`src/rtl/uart_pkg.sv`:
```
// rtl/uart_pkg.sv - shared types and decode helpers for the configurable UART receiver
package uart_pkg;

    typedef enum logic [2:0] {
        ST_IDLE,
        ST_START,
        ST_DATA,
        ST_PARITY,
        ST_STOP,
        ST_BRK_WAIT
    } rx_state_t;

    localparam logic [1:0] PAR_NONE = 2'd0;
    localparam logic [1:0] PAR_ODD  = 2'd1;
    localparam logic [1:0] PAR_EVEN = 2'd2;

    function automatic logic [3:0] dw_bits(input logic [1:0] code);
        return 4'd5 + {2'b00, code};
    endfunction

endpackage

```
`src/rtl/uart_rx_sampler.sv`:
```
// rtl/uart_rx_sampler.sv - rx synchroniser, start-edge detect and 3-sample majority vote
module uart_rx_sampler (
    input  logic clk,
    input  logic rst_n,
    input  logic rx,
    input  logic sample,
    output logic rx_sync,
    output logic fall_edge,
    output logic vote
);

    logic       meta;
    logic       sync_q;
    logic       prev;
    logic [1:0] samp;

    always_ff @(posedge clk or negedge rst_n) begin
        if (!rst_n) begin
            meta   <= 1'b1;
            sync_q <= 1'b1;
            prev   <= 1'b1;
            samp   <= 2'b11;
        end else begin
            meta   <= rx;
            sync_q <= meta;
            prev   <= sync_q;
            if (sample)
                samp <= {samp[0], sync_q};
        end
    end

    assign rx_sync   = sync_q;
    assign fall_edge = prev & ~sync_q;
    // The third sample is the live synced value, so the vote is valid on the third sample tick
    assign vote = (samp[1] & samp[0]) | (samp[1] & sync_q) | (samp[0] & sync_q);

endmodule

```
`src/rtl/uart_rx_cfg.sv`:
```
// rtl/uart_rx_cfg.sv - runtime-configurable UART receiver with valid/ready holding register
module uart_rx_cfg
    import uart_pkg::*;
#(
    parameter int OVS    = 16,
    parameter int MAX_DW = 8
) (
    input  logic              clk,
    input  logic              rst_n,
    input  logic              tick,
    input  logic              rx,
    input  logic              en,
    input  logic [1:0]        cfg_dw,
    input  logic [1:0]        cfg_parity,
    input  logic              cfg_stop2,
    output logic              m_valid,
    input  logic              m_ready,
    output logic [MAX_DW-1:0] m_data,
    output logic              m_perr,
    output logic              m_ferr,
    output logic              overrun,
    output logic              break_det,
    output logic              busy
);

    localparam int CW = $clog2(OVS);
    localparam logic [CW-1:0] S0   = CW'(OVS / 2 - 1);
    localparam logic [CW-1:0] S1   = CW'(OVS / 2);
    localparam logic [CW-1:0] S2   = CW'(OVS / 2 + 1);
    localparam logic [CW-1:0] LAST = CW'(OVS - 1);

    rx_state_t     state, state_n;
    logic [CW-1:0] cnt;
    logic [2:0]    bit_idx;
    logic [7:0]    shreg;
    logic [3:0]    dw_r;
    logic [1:0]    par_r;
    logic          stop2_r, stop_idx, perr_r, ferr_r, par_bit;
    logic          rx_sync, fall_edge, vote, sample;
    logic          at_vote, at_end, par_en, active;
    logic          complete, is_break, frame_ferr;

    assign active  = (state == ST_START) || (state == ST_DATA) ||
                     (state == ST_PARITY) || (state == ST_STOP);
    assign at_vote = tick && (cnt == S2);
    assign at_end  = tick && (cnt == LAST);
    assign sample  = tick && active && ((cnt == S0) || (cnt == S1) || (cnt == S2));
    assign par_en  = (par_r == PAR_ODD) || (par_r == PAR_EVEN);
    assign busy    = (state != ST_IDLE);

    uart_rx_sampler u_sampler (
        .clk       (clk),
        .rst_n     (rst_n),
        .rx        (rx),
        .sample    (sample),
        .rx_sync   (rx_sync),
        .fall_edge (fall_edge),
        .vote      (vote)
    );

    always_ff @(posedge clk or negedge rst_n) begin
        if (!rst_n)
            state <= ST_IDLE;
        else
            state <= state_n;
    end

    always_comb begin
        state_n    = state;
        complete   = 1'b0;
        is_break   = 1'b0;
        frame_ferr = ferr_r | ~vote;
        if (state != ST_IDLE && !en) begin
            state_n = ST_IDLE;
        end else begin
            case (state)
                ST_IDLE:     if (en && fall_edge) state_n = ST_START;
                ST_START: begin
                    if (at_vote && vote)
                        state_n = ST_IDLE;
                    else if (at_end)
                        state_n = ST_DATA;
                end
                ST_DATA:
                    if (at_end && ({1'b0, bit_idx} == dw_r - 4'd1))
                        state_n = par_en ? ST_PARITY : ST_STOP;
                ST_PARITY:   if (at_end) state_n = ST_STOP;
                ST_STOP: begin
                    // Completion happens at the vote, leaving half a bit to catch the next start edge
                    if (at_vote) begin
                        if (!stop_idx && shreg == 8'd0 && (!par_en || !par_bit) && !vote) begin
                            is_break = 1'b1;
                            complete = 1'b1;
                            state_n  = ST_BRK_WAIT;
                        end else if (stop_idx == stop2_r) begin
                            complete = 1'b1;
                            state_n  = ST_IDLE;
                        end
                    end
                end
                ST_BRK_WAIT: if (rx_sync) state_n = ST_IDLE;
                default:     state_n = ST_IDLE;
            endcase
        end
    end

    always_ff @(posedge clk or negedge rst_n) begin
        if (!rst_n) begin
            cnt       <= '0;
            bit_idx   <= 3'd0;
            shreg     <= 8'd0;
            dw_r      <= 4'd0;
            par_r     <= PAR_NONE;
            stop2_r   <= 1'b0;
            stop_idx  <= 1'b0;
            perr_r    <= 1'b0;
            ferr_r    <= 1'b0;
            par_bit   <= 1'b0;
            m_valid   <= 1'b0;
            m_data    <= '0;
            m_perr    <= 1'b0;
            m_ferr    <= 1'b0;
            overrun   <= 1'b0;
            break_det <= 1'b0;
        end else begin
            overrun   <= 1'b0;
            break_det <= 1'b0;
            if (state == ST_IDLE && state_n == ST_START) begin
                cnt      <= '0;
                bit_idx  <= 3'd0;
                shreg    <= 8'd0;
                dw_r     <= dw_bits(cfg_dw);
                par_r    <= cfg_parity;
                stop2_r  <= cfg_stop2;
                stop_idx <= 1'b0;
                perr_r   <= 1'b0;
                ferr_r   <= 1'b0;
                par_bit  <= 1'b0;
            end else if (tick && active) begin
                cnt <= (cnt == LAST) ? '0 : cnt + 1'b1;
                if (at_vote) begin
                    case (state)
                        ST_DATA:   shreg[bit_idx] <= vote;
                        ST_PARITY: begin
                            par_bit <= vote;
                            perr_r  <= (par_r == PAR_ODD) ? ~(^shreg ^ vote) : (^shreg ^ vote);
                        end
                        ST_STOP:   ferr_r <= frame_ferr;
                        default:   ;
                    endcase
                end
                if (at_end) begin
                    case (state)
                        ST_DATA: bit_idx  <= bit_idx + 3'd1;
                        ST_STOP: stop_idx <= 1'b1;
                        default: ;
                    endcase
                end
            end
            if (complete && (!m_valid || m_ready)) begin
                m_data  <= MAX_DW'(shreg);
                m_perr  <= perr_r;
                m_ferr  <= frame_ferr;
                m_valid <= 1'b1;
            end else if (m_valid && m_ready) begin
                m_valid <= 1'b0;
            end
            if (complete && m_valid && !m_ready)
                overrun <= 1'b1;
            if (is_break)
                break_det <= 1'b1;
        end
    end

endmodule

```
`config.mk`:
```
export PLATFORM = sky130hd
export DESIGN_NAME = uart_rx_cfg
export DESIGN_NICKNAME = d
export VERILOG_FILES = /design/src/rtl/uart_pkg.sv /design/src/rtl/uart_rx_sampler.sv /design/src/rtl/uart_rx_cfg.sv
export SDC_FILE = /design/constraint.sdc
export NUM_CORES = 1
export LEC_CHECK = 0
export BUFFER_PORTS_ARGS = -buffer_cell sky130_fd_sc_hd__clkbuf_2
export CAP_MARGIN = 20
export CORE_MARGIN = 2
export CORE_UTILIZATION = 45
export CTS_BUF_LIST = sky130_fd_sc_hd__clkbuf_4 sky130_fd_sc_hd__clkbuf_8
export CTS_CLUSTER_DIAMETER = 30
export DETAILED_ROUTE_END_ITERATION = 12
export HOLD_SLACK_MARGIN = 0.12
export MAX_ROUTING_LAYER = met4
export PLACE_DENSITY = 0.73
export SLEW_MARGIN = 40
export SYNTH_ARGS = -nofsm -noshare
export SYNTH_HDL_FRONTEND = slang
export SYNTH_SLANG_ARGS = --single-unit
```
`constraint.sdc`:
```
create_clock -name clk -period 3 [get_ports clk]
set_input_delay 0.6 -clock clk [delete_from_list [all_inputs] [get_ports clk]]
set_output_delay 0.6 -clock clk [all_outputs]
set_load 0.02 [all_outputs]
```
=== Yosys cells after proc, flatten, opt, wreduce, memory -nomap -nowiden ===
Index checks and enable logic that the tools add are counted.

* Add/subtract/negate cells: 4
* Order comparisons: 2
* Equality and inequality tests: 14
* Mux-type cells: 56
* Bitwise operators: 11
* Reductions and logical operators: 48

{| class="wikitable"
|+ Operators with widths
! cell !! number
|-
| 3-bit two-way mux || 15
|-
| 8-bit two-way mux || 4
|-
| 1-bit two-way mux || 31
|-
| 3-bit one-hot mux with 6 select lines || 1
|-
| 1-bit logical AND || 17
|-
| 3-bit AND reduction || 5
|-
| 2-bit nonzero test || 7
|-
| 4-bit equality test (second input constant) || 3
|-
| 4-bit two-way mux || 3
|-
| 8-bit bitwise mux || 1
|-
| 8-bit logical NOT || 1
|-
| 1-bit logical OR || 8
|-
| 8-bit XOR reduction || 1
|-
| 1-bit logical NOT || 7
|-
| 3-bit by 1-bit equality test with 1-bit output (second input constant) || 2
|-
| 3-bit by 2-bit equality test with 1-bit output (second input constant) || 2
|-
| 3-bit equality test (second input constant) || 2
|-
| 3-bit by 2-bit adder with 4-bit output (first input constant) || 1
|-
| 4-bit by 1-bit adder with 4-bit output (second input constant) || 1
|-
| 1-bit AND || 4
|-
| 3-bit by 4-bit equality test with 1-bit output || 1
|-
| 4-bit by 3-bit equality test with 1-bit output (second input constant) || 1
|-
| 3-bit by 4-bit less-than comparator with 1-bit output (second input constant) || 1
|-
| 4-bit by 1-bit subtractor with 4-bit output (second input constant) || 1
|-
| other kinds (11) || 15
|}

* Flip-flop bits (word level): 47
* Output and inout port bits: 14
* Logic and storage cells: 156

=== Longest topological paths before layout ===
Gate-level depths: netlist of the first run.

* Depth after elaboration: 14
* Mapped depth: 7
* Mapped depth without buffers: 6

=== By module ===
A second synthesis of the first run with hierarchy kept.

* Cells, all modules: 234
* Area, all modules: 2585.0 um^2

{| class="wikitable"
|+ By module, submodules not included
! module !! times used !! cells an instance !! area an instance (um^2)
|-
| uart_rx_cfg || 1 || 225 || 2413.6
|-
| uart_rx_sampler || 1 || 9 || 171.4
|}

=== Worst setup path before layout of the first run ===
OpenSTA, ideal clock, no wires.

* Path type: register to register
* From: register state[2]
* To: register u_sampler.samp[0]
* Setup time: 0.082 ns
* Data arrival time: 1.637 ns
* Data required time: 2.918 ns
* Slack: 1.281 ns
* Cell stages (with the launch flop): 6
* Buffers on the path: 1
* Period minus slack after synthesis: 1.719 ns
* Cells stage by stage: dfrtp_1 > clkbuf_1 > or3_1 > and3_1 > nand2_1 > mux2_2

* Longest elaborated chain between the ends: 6

{| class="wikitable"
|+ RTL lines
! element !! RTL line !! RTL
|-
| from (decl) || uart_rx_cfg.sv:32 || <nowiki>rx_state_t state, state_n;</nowiki>
|-
| from (signal assigned) || uart_rx_cfg.sv:65 || <nowiki>state <= state_n;</nowiki>
|-
| 3-bit by 1-bit equality test with 1-bit output / 3-bit by 2-bit equality test with 1-bit output (equally long branches) || uart_rx_cfg.sv:43 || <nowiki>assign active = (state == ST_START) || (state == ST_DATA) ||</nowiki>
|-
| 1-bit logical OR (2 in a row) || uart_rx_cfg.sv:43 ||
|-
| 1-bit logical OR (*) || uart_rx_cfg.sv:44 || <nowiki>(state == ST_PARITY) || (state == ST_STOP);</nowiki>
|-
| 1-bit logical AND (*) (2 in a row) || uart_rx_cfg.sv:47 || <nowiki>assign sample = tick && active && ((cnt == S0) || (cnt == S1) || (cnt == S2));</nowiki>
|-
| to (signal assigned) || uart_rx_sampler.sv:28 || <nowiki>samp <= {samp[0], sync_q};</nowiki>
|-
| to (decl) || uart_rx_sampler.sv:15 || <nowiki>logic [1:0] samp;</nowiki>
|}

Every way passes the cells marked *; elsewhere a longest branch is shown, timed or not.
A chain may end at the register's enable or synchronous reset.

=== Worst setup path in the final report of the first run ===
* From: register state[0]
* To: output port busy

* Longest elaborated chain between the ends: 1

{| class="wikitable"
|+ RTL lines
! element !! RTL line !! RTL
|-
| 3-bit nonzero test || uart_rx_cfg.sv:49 || <nowiki>assign busy = (state != ST_IDLE);</nowiki>
|-
| to (decl) || uart_rx_cfg.sv:23 || <nowiki>output logic busy</nowiki>
|}

Every way passes these cells.

==> metrics.txt, run 1 <==
# TYPE chip_impl_metric gauge
chip_impl_info{name="r2r_endpoint",value="m_perr"} 1
chip_impl_metric{name="via_count_of_the_first_global_routing_pass",unit=""} 1760
chip_impl_info{name="yosys.cell_count.top_type",value="sky130_fd_sc_hd__dfrtp_1"} 1
chip_impl_metric{name="path_clk_slew",unit="ps"} 80
chip_impl_info{name="run_status",value="complete, no violations"} 1
chip_impl_metric{name="worst-path-max-fanout",unit=""} 13
chip_impl_metric{name="clock_tree.htree_level_count",unit=""} 2
chip_impl_info{name="worst_hold_path_type",value="flip-flop to flip-flop"} 1
chip_impl_metric{name="finalWorstPathRequiredPeriod",unit="ps"} 2070
chip_impl_info{name="crit_path_cell_trace",value="or3_1, clkbuf_2"} 1
chip_impl_metric{name="pin_count",unit=""} 25
chip_impl_metric{name="antenna_found_initial",unit=""} 0
chip_impl_info{name="critical_path_capture_point_type",value="primary output"} 1
chip_impl_metric{name="post_cts_resized",unit=""} 0
chip_impl_info{name="worstReg2RegStart",value="u_sampler.rx_sync"} 1
chip_impl_metric{name="die_width",unit="µm"} 78.6
chip_impl_metric{name="avgRoutedWirePerCell",unit="µm"} 14.5
chip_impl_metric{name="worst_skew",unit="ps"} 9.27
chip_impl_metric{name="worst_ep_arrival_time",unit="ps"} 1470
chip_impl_metric{name="postCtsSetupBuffers",unit=""} 0
chip_impl_metric{name="hold-path-cell-count",unit=""} 0
chip_impl_metric{name="clk_latency",unit="ps"} 310
chip_impl_metric{name="critical_path_required",unit="ps"} 2400
chip_impl_metric{name="yosys_warning_count",unit=""} 0
chip_impl_metric{name="design.die.area",unit="µm²"} 6170
chip_impl_metric{name="place.port_buffers",unit=""} 24
chip_impl_metric{name="timing.fmax",unit="MHz"} 483
chip_impl_metric{name="setup_viol_count_final",unit=""} 0
chip_impl_metric{name="route.detailed.drc",unit=""} 0
chip_impl_metric{name="cts_hold_repair.buffers",unit=""} 0
chip_impl_metric{name="powerDensity",unit="nW/µm²"} 490
chip_impl_metric{name="global_route.usage.total",unit=""} 0.173
chip_impl_metric{name="worst_ir_drop_vdd",unit="V"} 0.000228
chip_impl_metric{name="num_antenna_cells",unit=""} 0
chip_impl_info{name="synthTopCellsByArea",value="sky130_fd_sc_hd__dfrtp_1 (42%), sky130_fd_sc_hd__mux2_2 (6.8%), sky130_fd_sc_hd__ha_1 (5.5%)"} 1
chip_impl_metric{name="syn_avg_cell_area",unit="µm²"} 10.8
chip_impl_metric{name="netlist_area",unit="µm²"} 2500
chip_impl_info{name="hold_path_startpoint",value="u_sampler.meta"} 1
chip_impl_metric{name="cpPeakStageDelay",unit="ps"} 510
chip_impl_info{name="worstHoldEndpoint",value="u_sampler.rx_sync"} 1
chip_impl_info{name="netlist_top_cells_count",value="sky130_fd_sc_hd__dfrtp_1 (42), sky130_fd_sc_hd__nor2_1 (22), sky130_fd_sc_hd__inv_1 (16)"} 1
chip_impl_metric{name="overflow",unit=""} 0
chip_impl_metric{name="numPlacedInstances",unit=""} 321
chip_impl_info{name="setup.worst_path.start_class",value="flip-flop"} 1
chip_impl_info{name="crit_path_top_delay_cell",value="sky130_fd_sc_hd__dfrtp_1"} 1
chip_impl_metric{name="initial_core_utilization",unit=""} 0.460
chip_impl_metric{name="routabilityCongestion",unit=""} 0.892
chip_impl_metric{name="flop_and_latch_count_out_of_synthesis",unit=""} 47
chip_impl_metric{name="layout-drive-gt1-share",unit=""} 0.230
chip_impl_metric{name="route.detailed.vias_per_inst",unit=""} 5.45
chip_impl_metric{name="final_antenna_net_count",unit=""} 0
chip_impl_metric{name="vias",unit=""} 1792
chip_impl_info{name="ys_flop_type",value="sky130_fd_sc_hd__dfrtp_1"} 1
chip_impl_metric{name="final_cell_count_no_fill",unit=""} 329
chip_impl_metric{name="async_reset_ff_frac",unit=""} 1.00
chip_impl_metric{name="drt-initial-drc-count",unit=""} 177
chip_impl_metric{name="grt_first_pass_wirelength",unit="mm"} 8.19
chip_impl_metric{name="worstRegToRegCells",unit=""} 4
chip_impl_metric{name="placeableCoreArea",unit="µm²"} 5440
chip_impl_metric{name="period_utilization",unit=""} 0.690
chip_impl_metric{name="routed_wirelength",unit="mm"} 4.76
chip_impl_info{name="cts_tree",value="yes"} 1
chip_impl_info{name="path_class",value="flip-flop to primary output"} 1
chip_impl_metric{name="ys_seq_area_frac",unit=""} 0.473
chip_impl_metric{name="final-max-slew-violation-count",unit=""} 0
chip_impl_metric{name="synthesis.instances",unit=""} 232
chip_impl_metric{name="fp.dieH",unit="µm"} 78.6
chip_impl_metric{name="worst_pin_slew",unit="ps"} 610
chip_impl_metric{name="leakagePower",unit="nW"} 1.36
chip_impl_metric{name="rows",unit=""} 27
chip_impl_metric{name="layout-area-overhead-vs-synth",unit="%"} 12.2
chip_impl_metric{name="numCtsBuffers",unit=""} 5
chip_impl_metric{name="final.setup.tns",unit="ps"} 0
chip_impl_metric{name="place_hpwl",unit="mm"} 3.28
chip_impl_info{name="clockRootBuffer",value="sky130_fd_sc_hd__clkbuf_8"} 1
chip_impl_metric{name="synth_edf_count",unit=""} 0
chip_impl_metric{name="timing.slew.headroom",unit=""} 0.593
chip_impl_metric{name="first_pass_detailed_route_iteration_total",unit=""} 4
chip_impl_metric{name="yosysTopAreaCellShare",unit=""} 0.420
chip_impl_metric{name="reg2reg_slack",unit="ps"} 1070
chip_impl_metric{name="number_of_different_library_cells_in_the_post_synthesis_netlist",unit=""} 45
chip_impl_metric{name="max_cap_viol_count",unit=""} 0
chip_impl_info{name="yosysTopAreaCell",value="sky130_fd_sc_hd__dfrtp_1"} 1
chip_impl_metric{name="hold_viol",unit=""} 0
chip_impl_metric{name="maximum_number_of_pins_on_one_net_before_global_route_repair",unit=""} 48
chip_impl_metric{name="syn_nets",unit=""} 254
chip_impl_metric{name="cts.path.max_buffers",unit=""} 2
chip_impl_info{name="rsz_0062_raised_after_global_routing",value="false"} 1
chip_impl_metric{name="num-nets-final",unit=""} 278
chip_impl_metric{name="cts.sink_count",unit=""} 47
## metal layers
layer	GRT usage	routed length [µm]	share of wire	vias to the layer above
met5	-	0	0	-
met4	0.0684	60	0.013	0
met3	0.0345	182	0.038	8
met2	0.264	2250	0.47	32
met1	0.228	2270	0.48	880
li1	-	-	-	872
## stage by stage
stage,setup slack (ps),area (µm²),hold WS (ps),utilization,power (W)
global placement,860,2690,346,0.495,0.000898
global route,870,2810,359,0.516,0.00145
CTS,936,2810,360,0.516,0.00138
detailed placement,837,2690,347,0.495,0.000907
finish,929,2810,358,0.516,0.00138
floorplan,1280,2500,304,-,0.000844
## cell usage in the layout (no fill, tap or decap), types with 2 or more instances in the layout
cell and count:
sky130_fd_sc_hd__inv_1 16, sky130_fd_sc_hd__and4_1 2, sky130_fd_sc_hd__clkbuf_4 2, sky130_fd_sc_hd__nand4b_1 4, sky130_fd_sc_hd__and4b_1 3, sky130_fd_sc_hd__xor2_1 6
sky130_fd_sc_hd__o31ai_1 2, sky130_fd_sc_hd__mux2i_1 11, sky130_fd_sc_hd__nand2b_1 4, sky130_fd_sc_hd__o311ai_0 2, sky130_fd_sc_hd__xnor2_1 5, sky130_fd_sc_hd__nor2_1 22
sky130_fd_sc_hd__nand3b_1 3, sky130_fd_sc_hd__a31oi_1 3, sky130_fd_sc_hd__buf_4 3, sky130_fd_sc_hd__clkbuf_8 5, sky130_fd_sc_hd__dfstp_2 5, sky130_fd_sc_hd__nor3_1 2
sky130_fd_sc_hd__clkbuf_2 24, sky130_fd_sc_hd__a211oi_1 3, sky130_fd_sc_hd__o21ai_0 8, sky130_fd_sc_hd__nor3b_1 4, sky130_fd_sc_hd__nand2_1 10, sky130_fd_sc_hd__mux2_2 15
sky130_fd_sc_hd__nor2b_1 5, sky130_fd_sc_hd__dfrtp_1 42, sky130_fd_sc_hd__nand4_1 8, sky130_fd_sc_hd__a21oi_1 6, sky130_fd_sc_hd__and2_1 2, sky130_fd_sc_hd__nand3_1 2
sky130_fd_sc_hd__ha_1 11
## worst max-delay path by stage
| stage | slack (ps) | endpoint | depth (start not counted) | start |
|---|---|---|---|---|
| detailed placement | 840 | perr_r | 6 | en |
| global placement | 860 | perr_r | 6 | en |
| CTS | 940 | busy | 2 | state[0] |
| finish | 930 | busy | 2 | state[0] |
| floorplan | 1280 | u_sampler.samp[0] | 5 | state[2] |
| global route | 870 | busy | 2 | state[0] |
## critical path: cells and delay by family, from the launching register on
family | cells | cell delay [ps]
DFF | 1 | 510
and+or+nand+nor | 1 | 480
buffers and inverters | 1 | 180
## logic make-up after synthesis
family / count (synthesis) / share of synthesized area
xor gates and xnor gates: 11 / 0.0385
muxes: 26 / 0.112
DFF: 47 / 0.473
buffers and inverters: 26 / 0.0410
AOI/OAI and AO/OA: 30 / 0.0860
and+or+nand+nor: 80 / 0.191
adders and majority gates: 12 / 0.0595
## sequential cells by signal (all words and copies together), names as in the netlist
| signal | flops |
|---|---|
| m_data | 8 |
| shreg | 8 |
| cnt | 4 |
| dw_r | 4 |
| bit_idx | 3 |
| state | 3 |
| par_r | 2 |
| u_sampler.samp | 2 |
| break_det | 1 |
| ferr_r | 1 |
| m_ferr | 1 |
| m_perr | 1 |
| m_valid | 1 |
| overrun | 1 |
| par_bit | 1 |
| perr_r | 1 |
| stop2_r | 1 |
| stop_idx | 1 |
| u_sampler.meta | 1 |
| u_sampler.prev | 1 |
| u_sampler.rx_sync | 1 |
## cell type report
cell class | instances | area, µm²
clock buffer | 7 | 83.8
clock inverter | 1 | 30.0
fill | 501 | 2630
inverter | 16 | 60.1
multi-input combinational | 159 | 1220
sequential | 47 | 1180
tap | 72 | 90.1
timing repair buffer | 27 | 143
## where the power goes
group	total (W)	switching (W)	internal, W
Clock	0.000480	0.000213	0.000268
Sequential	0.000715	0.0000431	0.000672
Combinational	0.000180	0.000101	0.0000789
Total	0.00138	0.000356	0.00102
Power figures use the tool's default switching activity.
==> run 2: changes to the inputs <==
clock period = 2 ns   (was 3 ns; I/O delays follow)
==> run 2 against run 1 <==
Compared with the run above: count of clock-buffer cells in the layout did not move; setup slack got worse by 790 ps; critical path depth rose by 4; clock skew barely moved; cell count rose by 2.4%; largest power group unchanged; hold slack got worse by 190 ps; cell area rose by 2.5%; sequential share of layout area fell by 1.0 points; flip-flop and latch count did not move; power rose by 43%; first-iteration DRC count fell by 8.5%; critical endpoint is now m_data[2].
==> metrics.txt, run 2 (same netlist as run 1, synthesis figures left out) <==
# TYPE chip_impl_metric gauge
chip_impl_info{name="worst_hold_path_type",value="primary input to flip-flop"} 1
chip_impl_metric{name="place_hpwl",unit="mm"} 3.53
chip_impl_info{name="cts_tree",value="yes"} 1
chip_impl_metric{name="worst-path-max-fanout",unit=""} 10
chip_impl_metric{name="avgRoutedWirePerCell",unit="µm"} 14.4
chip_impl_metric{name="final_util",unit=""} 0.528
chip_impl_metric{name="worst_ep_arrival_time",unit="ps"} 2050
chip_impl_info{name="hold_path_startpoint",value="rx"} 1
chip_impl_metric{name="final.setup.tns",unit="ps"} 0
chip_impl_metric{name="cp.depth",unit=""} 6
chip_impl_info{name="path_class",value="flip-flop to flip-flop"} 1
chip_impl_metric{name="placeableCoreArea",unit="µm²"} 5440
chip_impl_metric{name="period_utilization",unit=""} 0.928
chip_impl_info{name="clockRootBuffer",value="sky130_fd_sc_hd__clkbuf_8"} 1
chip_impl_metric{name="cp_num_buf_inv",unit=""} 1
chip_impl_metric{name="final-max-slew-violation-count",unit=""} 0
chip_impl_metric{name="post_cts_resized",unit=""} 0
chip_impl_metric{name="rows",unit=""} 27
chip_impl_metric{name="cts.path.max_buffers",unit=""} 2
chip_impl_metric{name="finalWorstPathRequiredPeriod",unit="ps"} 1860
chip_impl_info{name="setup.worst_path.start_class",value="flip-flop"} 1
chip_impl_metric{name="num-nets-final",unit=""} 286
chip_impl_metric{name="grt_first_pass_wirelength",unit="mm"} 8.67
chip_impl_info{name="crit_path_top_delay_cell",value="sky130_fd_sc_hd__dfrtp_1"} 1
chip_impl_metric{name="hold-path-cell-count",unit=""} 1
chip_impl_metric{name="route.detailed.drc",unit=""} 0
chip_impl_info{name="critical_path_capture_point_type",value="flip-flop"} 1
chip_impl_metric{name="cpPeakStageDelay",unit="ps"} 410
chip_impl_metric{name="leakagePower",unit="nW"} 1.40
chip_impl_info{name="biggest_regs",value="m_data (8), shreg (8)"} 1
chip_impl_metric{name="num_antenna_cells",unit=""} 0
chip_impl_metric{name="place.port_buffers",unit=""} 24
chip_impl_metric{name="timing.hold.ws",unit="ps"} 167
chip_impl_metric{name="final_cell_count_no_fill",unit=""} 337
chip_impl_metric{name="final_design_area_no_fill",unit="µm²"} 2870
chip_impl_metric{name="initial_core_utilization",unit=""} 0.460
chip_impl_metric{name="drt-initial-drc-count",unit=""} 162
chip_impl_metric{name="final.fill_count",unit=""} 497
chip_impl_metric{name="routabilityCongestion",unit=""} 0.834
chip_impl_metric{name="vias",unit=""} 1821
chip_impl_metric{name="fp.dieH",unit="µm"} 78.6
chip_impl_metric{name="route.detailed.vias_per_inst",unit=""} 5.40
chip_impl_metric{name="pin_count",unit=""} 25
chip_impl_metric{name="timing.slew.headroom",unit=""} 0.643
chip_impl_metric{name="powerDensity",unit="nW/µm²"} 682
chip_impl_metric{name="reg2reg_slack",unit="ps"} 140
chip_impl_metric{name="worst_skew",unit="ps"} 9.14
chip_impl_info{name="worstReg2RegStart",value="cnt[1]"} 1
chip_impl_metric{name="timing.fmax",unit="MHz"} 539
chip_impl_metric{name="clock_tree.htree_level_count",unit=""} 2
chip_impl_metric{name="global_route.usage.total",unit=""} 0.184
chip_impl_metric{name="die_width",unit="µm"} 78.6
chip_impl_metric{name="numCtsBuffers",unit=""} 5
chip_impl_info{name="critical_path.startpoint",value="cnt[1]"} 1
chip_impl_info{name="worstHoldEndpoint",value="u_sampler.meta"} 1
chip_impl_metric{name="max_cap_viol_count",unit=""} 0
chip_impl_info{name="rsz_0062_raised_after_global_routing",value="false"} 1
chip_impl_metric{name="worst_ir_drop_vdd",unit="V"} 0.000448
chip_impl_info{name="cp_top_family",value="simple AND/OR/NAND/NOR gates"} 1
chip_impl_metric{name="via_count_of_the_first_global_routing_pass",unit=""} 1863
chip_impl_metric{name="layout-area-overhead-vs-synth",unit="%"} 14.9
chip_impl_metric{name="hold_viol",unit=""} 0
chip_impl_metric{name="routed_wirelength",unit="mm"} 4.87
chip_impl_info{name="crit_path_cell_trace",value="inv_1, ha_1, nand4b_1, nor3b_2, nand3_4, mux2_2"} 1
chip_impl_metric{name="overflow",unit=""} 0
chip_impl_metric{name="critical_path_required",unit="ps"} 2190
chip_impl_metric{name="numPlacedInstances",unit=""} 328
chip_impl_metric{name="first_pass_detailed_route_iteration_total",unit=""} 6
chip_impl_metric{name="setup_viol_count_final",unit=""} 0
chip_impl_info{name="final_common_cell",value="sky130_fd_sc_hd__dfrtp_1"} 1
chip_impl_metric{name="design.die.area",unit="µm²"} 6170
chip_impl_metric{name="maximum_number_of_pins_on_one_net_before_global_route_repair",unit=""} 28
chip_impl_info{name="r2r_endpoint",value="m_data[2]"} 1
chip_impl_metric{name="clk_latency",unit="ps"} 310
chip_impl_metric{name="path_clk_slew",unit="ps"} 80
chip_impl_metric{name="antenna_found_initial",unit=""} 0
chip_impl_metric{name="place_area",unit="µm²"} 2770
chip_impl_info{name="run_status",value="complete, no violations"} 1
chip_impl_metric{name="postCtsSetupBuffers",unit=""} 0
chip_impl_metric{name="final_antenna_net_count",unit=""} 0
chip_impl_metric{name="cts.sink_count",unit=""} 47
chip_impl_metric{name="worst_pin_slew",unit="ps"} 535
chip_impl_metric{name="layout-drive-gt1-share",unit=""} 0.249
chip_impl_metric{name="worstRegToRegCells",unit=""} 6
chip_impl_info{name="final_cell_mix",value="sky130_fd_sc_hd__dfrtp_1 (42), sky130_fd_sc_hd__clkbuf_2 (24), sky130_fd_sc_hd__nor2_1 (22), sky130_fd_sc_hd__inv_1 (16), sky130_fd_sc_hd__mux2_2 (15)"} 1
==> run 2: worst max path at each step <==
stage / to / slack, ps
CTS: m_data[2] / 140
floorplan: u_sampler.samp[0] / 280
detailed placement: m_data[2] / 160
global placement: m_data[1] / 190
global route: m_data[2] / 10
finish: m_data[2] / 140
==> run 2: final cells by class <==
class	count	area, µm²	area share
multi-input cells	159	1220	0.423
clock buffers	7	90.1	0.0313
repair buffers	35	230	0.0801
inverters	16	60.1	0.0209
well taps	72	90.1	0.0313
flip-flops and latches	47	1180	0.411
clock inverters	1	5.00	0.00174
==> run 2: through the flow <==
stage          setup WS, ps  total power, W
6_report                143         0.00196
5_1_grt                11.8         0.00207
4_1_cts                 144         0.00197
3_5_place_dp            163         0.00137
3_3_place_gp            189         0.00135
2_1_floorplan           281         0.00127
==> run 2: where the power goes <==
part / switching, W / leakage, nW / internal [W]
combinational: 0.000151 / 0.732 / 0.000130
sequential: 0.0000635 / 0.621 / 0.00101
clock: 0.000314 / 0.0517 / 0.000293
==> run 2: worst register-to-register path, stage by stage, from the launching register on <==
cell	delay, ps
sky130_fd_sc_hd__dfrtp_1	410
sky130_fd_sc_hd__inv_1	100
sky130_fd_sc_hd__ha_1	190
sky130_fd_sc_hd__nand4b_1	210
sky130_fd_sc_hd__nor3b_2	320
sky130_fd_sc_hd__nand3_4	210
sky130_fd_sc_hd__mux2_2	320
==> run 2: repair_timing <==
item / CTS / global route
setup endpoints to repair: 0 / 0
hold endpoints to repair: 20 / 0
hold buffers: 1 / 0
==> run 2: layer usage <==
layer | up-vias | GRT usage | share of wire
met5 | - | - | 0
met4 | 0 | 0.0684 | 0.015
met3 | 6 | 0.0402 | 0.038
met2 | 38 | 0.294 | 0.48
met1 | 883 | 0.230 | 0.47
li1 | 894 | - | -
